<file path="config.mk">
export PLATFORM = sky130hd
export DESIGN_NAME = layer_seq_ctrl
export DESIGN_NICKNAME = d
export VERILOG_FILES = /design/src/rtl/layer_seq_ctrl.sv
export SDC_FILE = /design/constraint.sdc
export NUM_CORES = 1
export LEC_CHECK = 0
export CORE_MARGIN = 1.5
export CORE_UTILIZATION = 55
export DETAILED_ROUTE_END_ITERATION = 16
export HOLD_SLACK_MARGIN = 0.1
export PLACE_DENSITY = 0.91
export RECOVER_POWER = 100
export SLEW_MARGIN = 20
export SYNTH_ARGS = -nofsm -noshare
export SYNTH_HDL_FRONTEND = slang
export SYNTH_SLANG_ARGS = --single-unit
</file>
<file path="constraint.sdc">
create_clock -name clk -period 4.52 [get_ports clk]
set_clock_uncertainty 0.15 [all_clocks]
set_input_delay 0.904 -clock clk [delete_from_list [all_inputs] [get_ports clk]]
set_output_delay 0.904 -clock clk [all_outputs]
set_load 0.01 [all_outputs]
</file>
<file path="src/rtl/layer_seq_ctrl.sv">
// Layer sequencer: walks NUM_LAYERS layers with a start/done pulse handshake,
// profiles RUN cycles per layer and per run, and traps timeouts and aborts in ERR.
module layer_seq_ctrl #(
  parameter int                    NUM_LAYERS = 5,
  parameter int                    IDX_W      = 3,
  parameter logic [NUM_LAYERS-1:0] RELU_MASK  = 5'b01111,
  parameter logic [NUM_LAYERS-1:0] POOL_MASK  = 5'b00011,
  parameter int                    CYC_W      = 24,
  parameter int                    TIMEOUT    = 0
) (
  input  logic             clk,
  input  logic             rst_n,
  input  logic             compute_start,
  input  logic             layer_done,
  input  logic             abort,
  input  logic             clear,
  output logic [2:0]       phase,
  output logic [IDX_W-1:0] layer_idx,
  output logic             layer_start,
  output logic             is_ReLU,
  output logic             is_Pooling,
  output logic             busy,
  output logic             compute_finish,
  output logic             timeout_err,
  output logic             err_is_abort,
  output logic [CYC_W-1:0] last_cycles,
  output logic [CYC_W-1:0] total_cycles
);

  typedef enum logic [2:0] {
    IDLE  = 3'd0,
    START = 3'd1,
    RUN   = 3'd2,
    DONE  = 3'd3,
    ERR   = 3'd4
  } phase_t;

  // Masks are widened to the full index range so layer_idx can index them directly.
  localparam int                DEPTH     = 2 ** IDX_W;
  localparam logic [DEPTH-1:0]  RELU_EXT  = DEPTH'(RELU_MASK);
  localparam logic [DEPTH-1:0]  POOL_EXT  = DEPTH'(POOL_MASK);
  localparam logic [IDX_W-1:0]  LAST_IDX  = IDX_W'(NUM_LAYERS - 1);
  localparam logic [CYC_W-1:0]  TIMEOUT_C = CYC_W'(TIMEOUT);

  phase_t           state_q, state_d;
  logic [IDX_W-1:0] idx_q, idx_d;
  logic [CYC_W-1:0] cyc_q, cyc_d;
  logic [CYC_W-1:0] last_q, last_d;
  logic [CYC_W-1:0] total_q, total_d;
  logic             abt_q, abt_d;
  logic [CYC_W-1:0] cyc_inc;
  logic [CYC_W-1:0] total_inc;

  assign cyc_inc   = (cyc_q == '1)   ? cyc_q   : cyc_q + 1'b1;
  assign total_inc = (total_q == '1) ? total_q : total_q + 1'b1;

  always_ff @(posedge clk) begin
    if (!rst_n) begin
      state_q <= IDLE;
      idx_q   <= '0;
      cyc_q   <= '0;
      last_q  <= '0;
      total_q <= '0;
      abt_q   <= 1'b0;
    end else begin
      state_q <= state_d;
      idx_q   <= idx_d;
      cyc_q   <= cyc_d;
      last_q  <= last_d;
      total_q <= total_d;
      abt_q   <= abt_d;
    end
  end

  // Handshake: layer_start is a one-cycle pulse (the START phase); the address
  // controller answers with a one-cycle layer_done pulse, honoured only in RUN.
  always_comb begin
    state_d = state_q;
    idx_d   = idx_q;
    cyc_d   = cyc_q;
    last_d  = last_q;
    total_d = total_q;
    abt_d   = abt_q;
    case (state_q)
      IDLE: begin
        if (compute_start) begin
          state_d = START;
          idx_d   = '0;
          cyc_d   = '0;
          total_d = '0;
          abt_d   = 1'b0;
        end
      end
      START: begin
        if (abort) begin
          state_d = ERR;
          abt_d   = 1'b1;
        end else begin
          state_d = RUN;
        end
      end
      RUN: begin
        cyc_d   = cyc_inc;
        total_d = total_inc;
        if (abort) begin
          state_d = ERR;
          abt_d   = 1'b1;
        end else if (layer_done) begin
          last_d = cyc_inc;
          if (idx_q == LAST_IDX) begin
            state_d = DONE;
          end else begin
            idx_d   = idx_q + 1'b1;
            cyc_d   = '0;
            state_d = START;
          end
        end else if ((TIMEOUT != 0) && (cyc_inc == TIMEOUT_C)) begin
          state_d = ERR;
          abt_d   = 1'b0;
        end
      end
      DONE, ERR: begin
        if (clear) begin
          state_d = IDLE;
        end else if (compute_start) begin
          state_d = START;
          idx_d   = '0;
          cyc_d   = '0;
          last_d  = '0;
          total_d = '0;
          abt_d   = 1'b0;
        end
      end
      default: state_d = IDLE;
    endcase
  end

  assign phase          = state_q;
  assign layer_idx      = idx_q;
  assign busy           = (state_q == START) || (state_q == RUN);
  assign layer_start    = (state_q == START);
  assign is_ReLU        = busy && RELU_EXT[idx_q];
  assign is_Pooling     = busy && POOL_EXT[idx_q];
  assign compute_finish = (state_q == DONE);
  assign timeout_err    = (state_q == ERR);
  assign err_is_abort   = (state_q == ERR) && abt_q;
  assign last_cycles    = last_q;
  assign total_cycles   = total_q;

endmodule

</file>
Word level (Yosys, flattened, before mapping)
Memories as Yosys holds them, arrays and structs flattened. A register that Yosys moved wholly into a read port is not among the register bits.
Index checks and enable logic that the tools add are counted.
{"block": "op_classes", "n_mul": 0, "div": 0, "reduce_logical": 15, "n_eq_ne": 15, "muxes": 39, "n_shift": 0, "magnitude_cmp": 1, "addsub": 3, "bitwise": 0}
{"operator": "24-bit two-way mux", "count": 13}
{"operator": "24-bit case mux with 3 select lines", "count": 2}
{"operator": "24-bit by 1-bit adder with 24-bit output (second input constant)", "count": 2}
{"operator": "24-bit == test (second input constant)", "count": 2}
{"operator": "24-bit case mux with 2 select lines", "count": 1}
{"operator": "3-bit two-way mux", "count": 14}
{"operator": "2-bit != test (second input constant)", "count": 6}
{"operator": "3-bit case mux with 4 select lines", "count": 1}
{"operator": "5-bit AND reduction", "count": 2}
{"operator": "3-bit case mux with 3 select lines", "count": 1}
{"operator": "3-bit by 2-bit == test with 1-bit output (second input constant)", "count": 2}
{"operator": "3-bit == test (second input constant)", "count": 2}
{"operator": "3-bit AND reduction", "count": 2}
{"operator": "3-bit nonzero test", "count": 2}
{"operator": "1-bit two-way mux", "count": 5}
{"operator": "3-bit by 4-bit less-than comparator with 1-bit output (second input constant)", "count": 1}
{"operator": "2-bit OR reduction", "count": 2}
{"operator": "3-bit by 1-bit adder with 3-bit output (second input constant)", "count": 1}
{"operator": "3-bit by 1-bit == test with 1-bit output (second input constant)", "count": 1}
{"operator": "1-bit logical AND", "count": 3}
{"operator": "3-bit zero test", "count": 1}
{"operator": "3-bit != test (second input constant)", "count": 1}
{"operator": "1-bit case mux with 3 select lines", "count": 1}
{"operator": "2-bit two-way mux", "count": 1}
{"operator": "4 further kinds", "count": 4}
{"block": "word_totals", "mem_bits_ro": 16, "ff_bits": 79, "latchBits": 0, "mem_bits_rw": 0, "out_inout_bits": 61, "in_bits": 6, "mem_count": 2}
{"memory": "(name not given)", "depth": 8, "word_bits": 1, "rd": 1, "rd_clocked_by_memory_dff": 1, "write_ports": 0, "line_no": "143", "rtl": "assign is_Pooling = busy && POOL_EXT[idx_q];"}
{"memory": "(name not given)", "depth": 8, "word_bits": 1, "rd": 1, "rd_clocked_by_memory_dff": 1, "write_ports": 0, "line_no": "142", "rtl": "assign is_ReLU = busy && RELU_EXT[idx_q];"}

Longest topological paths before layout
{"block": "depth", "word_depth": 7, "depth_mapped": 8, "mapped_depth_nobuf": 7}

Worst setup path before layout
Ideal clock, no wire load.
{"block": "synth_timing", "path_kind": "input port to flip-flop", "start": "input port clear", "end": "register total_q[20], in the netlist total_cycles[20]", "path_stages": 5, "arrival_ps": 2568, "n_path_buf": 0, "path_slack_ps": 1732, "cell_sequence": "or4b_4 > o211a_2 > or4b_4 > or3_1 > a21oi_1"}
{"block": "synth_via", "elab_chain_len": 2}
{"item": "start, declared", "line_no": "16", "rtl": "input logic clear,"}
{"item": "2-bit != test (no line)"}
{"item": "3-bit AND reduction (no line)"}
{"item": "end signal, assigned", "line_no": "70", "rtl": "total_q <= total_d;"}
{"item": "end, declared", "line_no": "49", "rtl": "logic [CYC_W-1:0] total_q, total_d;"}
Every way passes these cells.
A chain may end at the register's enable or synchronous reset.

Final worst setup path
{"block": "layout_timing", "start": "input port compute_start", "end": "register total_q[21], in the netlist total_cycles[21]"}
{"block": "layout_via", "elab_chain_len": 3}
{"item": "start, declared", "line_no": "13", "rtl": "input logic compute_start,"}
{"item": "24-bit two-way mux (*)"}
{"item": "24-bit two-way mux"}
{"item": "24-bit case mux with 3 select lines (*)"}
Mark *: on every way between the ends. The rest lies on a longest branch, timed or not. The select of a mux whose other input is x is not followed.

==> impl_metrics.toml <==
[route]
detail-route-antenna-nets = 0
drtIter0Drc = 208
drt_first_pass_iters = 7
vias = 3908
drc_errors = 0
wl_per_cell_um = 15.45
wl_mm = 9.952
drt-vias-per-instance = 6.068

[clocking]
cts_buffers = 9
hold_buffers = 0
h-tree-depth = 3
numClockSinks = 81
insertion_delay_ns = 0.36
post_cts_buffers = 0
path_clk_slew_ns = 0.09
cts_tree = "yes"
cts_max_path_buffers = 2
cts_resized = 0
root_buffer = "clkbuf_8"

[timing]
fin_tns_setup_ns = 0
rsz0062_at_grt = "no"
hold_violations = 0
slew_viol_final = 0
fin_crit_ns = 3.631
setup_viol = 0
period_share_pct = 80.33
relSlewSlack_pct = 3.171
worst_pin_slew_ns = 1.434
max_freq_mhz = 275.4

[synth]
synth_cell_types = 56
synthTopCellsByArea = "dfxtp_1 40%, o2bb2ai_1 5.2%, a21oi_1 4.8%"
syn_area_per_cell_um2 = 8.459
ys_seq_area_share_pct = 39.94
synth_top_area_share_pct = 39.94
synth_fp_nets = 490
ys_seq_elements = 81
synthFlopType = "dfxtp_1"
synth_area_um2 = 4060
async_flop_share_pct = 0
syn-instance-count = 480
synth_top_area_cell = "dfxtp_1"
synth_edf_count = 0
synth_warnings = 0

[run_status]
outcome = "finished, final reports clean"

[final_layout]
diodes = 0
final_common_cell = "dfxtp_1"
drive_gt1_share_pct = 3.853
layout_common_cells = "81 x dfxtp_1, 62 x dlygate4sd3_1, 40 x nand2_1, 39 x a21oi_1, 26 x o21ai_0"
layout.cells.non_filler = 644
syn_to_final_growth_pct = 21.73
fin_nets = 550

[placement]
portBuffers = 66
dp_cells = 628
gp_congestion = 0.8719
place_hpwl_mm = 7.027

[global_route]
grt_remaining_overflow = 0
antenna_found_initial = 0
grt_pass1_wl_mm = 15.89
grtUsageTotal_pct = 25.43
grt_max_degree = 25
grt_pass1_vias = 3543

[setup_path]
critical-path-max-stage-delay_ns = 0.65
critical_path_class = "in -> reg"
critPathMaxFanout = 9
reg2reg_slack_ns = 1.16
startpoint = "compute_start"
path_cells = "dlygate4sd3_1 > or4b_1 > o211ai_1 > o311ai_0 > or3_1 > a21oi_1"
timing.rr.start = "phase[1]"
crit_path_end_kind = "flip-flop"
r2r_end = "total_cycles[21]"
cp-start-kind = "input pin"
reg2regPathDepth = 5
crit_slowest_cell = "dlygate4sd3_1"
crit_arrival_ns = 3.78
cp_top_family = "compound AO/OA/AOI/OAI gates"
critPathBufInv = 1
crit_required_ns = 4.67

[pwr]
p_sw_share_pct = 27.04
combinationalPowerShare_pct = 8.2
seqPwrFrac_pct = 55.4
clkPwrFrac_pct = 36.4
power.density_nw_per_um2 = 264.9
vdd_drop_max_mv = 0.1507
p_int_uw = 955.1
p_sw_uw = 353.9
leakage_nw = 1.742

[die]
die-area_um2 = 7907
io_pins = 67
die_w_um = 88.92
start_util_pct = 56.28
die_h_um = 88.92
rows = 31
core_um2 = 7214

[worst_hold_path]
hold_class = "reg -> reg"
holdPathStages = 1
min_delay_worst_endpoint = "last_cycles[4]"
min_from = "last_cycles[4]"

[flow_run]
maxCapViolCount = 0
## area by class of cell
| cell class | count | area [um^2] |
|---|---|---|
| clock buffer | 10 | 127.6 |
| clock inverter | 6 | 45.04 |
| fill | 573 | 2272 |
| inverter | 17 | 63.81 |
| multi-input combinational | 359 | 2266 |
| sequential | 81 | 1622 |
| tap | 99 | 123.9 |
| timing repair buffer | 72 | 694.4 |
## routing by layer
layer | share of wire, % | vias up | global-route usage [%]
li1 | - | 1913 | -
met3 | 5.2 | 22 | 3.970
met1 | 44 | 1842 | 31.24
met4 | 2.0 | 0 | 11.22
met2 | 49 | 131 | 44.08
met5 | 0 | - | 0
## power groups by stage
stage               combinational, mW  clock, mW  sequential [mW]
detailed placement              0.114          0            0.742
floorplan                      0.0746          0            0.738
global route                    0.118      0.510            0.727
finish                          0.107      0.476            0.725
CTS                             0.114      0.476            0.726
global placement                0.110          0            0.742
## state kept, by name, summed over array words and instances (netlist names), named ones only
| name | count |
|---|---|
| phase | 3 |
| cyc_q | 24 |
| abt_q | 1 |
| last_cycles | 24 |
| total_cycles | 24 |
| layer_idx | 3 |
## synth_stat cells (all sizes together), types with 5 or more instances
| master | instances |
|---|---|
| dfxtp | 81 |
| nand2 | 40 |
| a21oi | 39 |
| o21ai | 36 |
| o2bb2ai | 24 |
| or3 | 22 |
| nor2 | 20 |
| clkbuf | 19 |
| nand4 | 19 |
| xnor2 | 17 |
| inv | 16 |
| nand3 | 14 |
| xor2 | 10 |
| a31oi | 9 |
| and4 | 9 |
| nor3 | 9 |
| nor4 | 7 |
| o211ai | 7 |
| and2 | 6 |
| nor2b | 6 |
| mux2i | 5 |
| o31ai | 5 |
| or4 | 5 |
## logic make-up after synthesis
group / synth area share (%)
buffers and inverters: 3.760
AOI/OAI and AO/OA: 23.54
muxes: 1.233
DFF: 39.94
xor gates and xnor gates: 5.824
adders and majority gates: 1.233
and+or+nand+nor: 24.47
## metrics by stage
step / hold WS (ns) / utilization (%) / setup slack (ns) / power [mW] / area (um^2)
after floorplan: 0.2858 / - / 1.732 / 0.8126 / 4060
after global placement: 0.2860 / 66.61 / 1.121 / 0.8518 / 4806
after detailed placement: 0.2940 / 66.61 / 0.9869 / 0.8564 / 4806
after CTS: 0.3137 / 69.01 / 1.066 / 1.316 / 4979
after global routing: 0.3255 / 68.51 / 0.6967 / 1.355 / 4942
final: 0.3037 / 68.51 / 0.8893 / 1.309 / 4942
## worst max-delay path by stage
stage / end / slack (ns) / cells after the start
2_1_floorplan: total_cycles[20] / 1.73 / 5
3_3_place_gp: total_cycles[22] / 1.12 / 6
3_5_place_dp: total_cycles[20] / 0.99 / 6
4_1_cts: is_Pooling / 1.07 / 4
5_1_grt: total_cycles[19] / 0.70 / 6
6_report: total_cycles[21] / 0.89 / 6
Note: power is estimated with default switching activity, not from simulation.
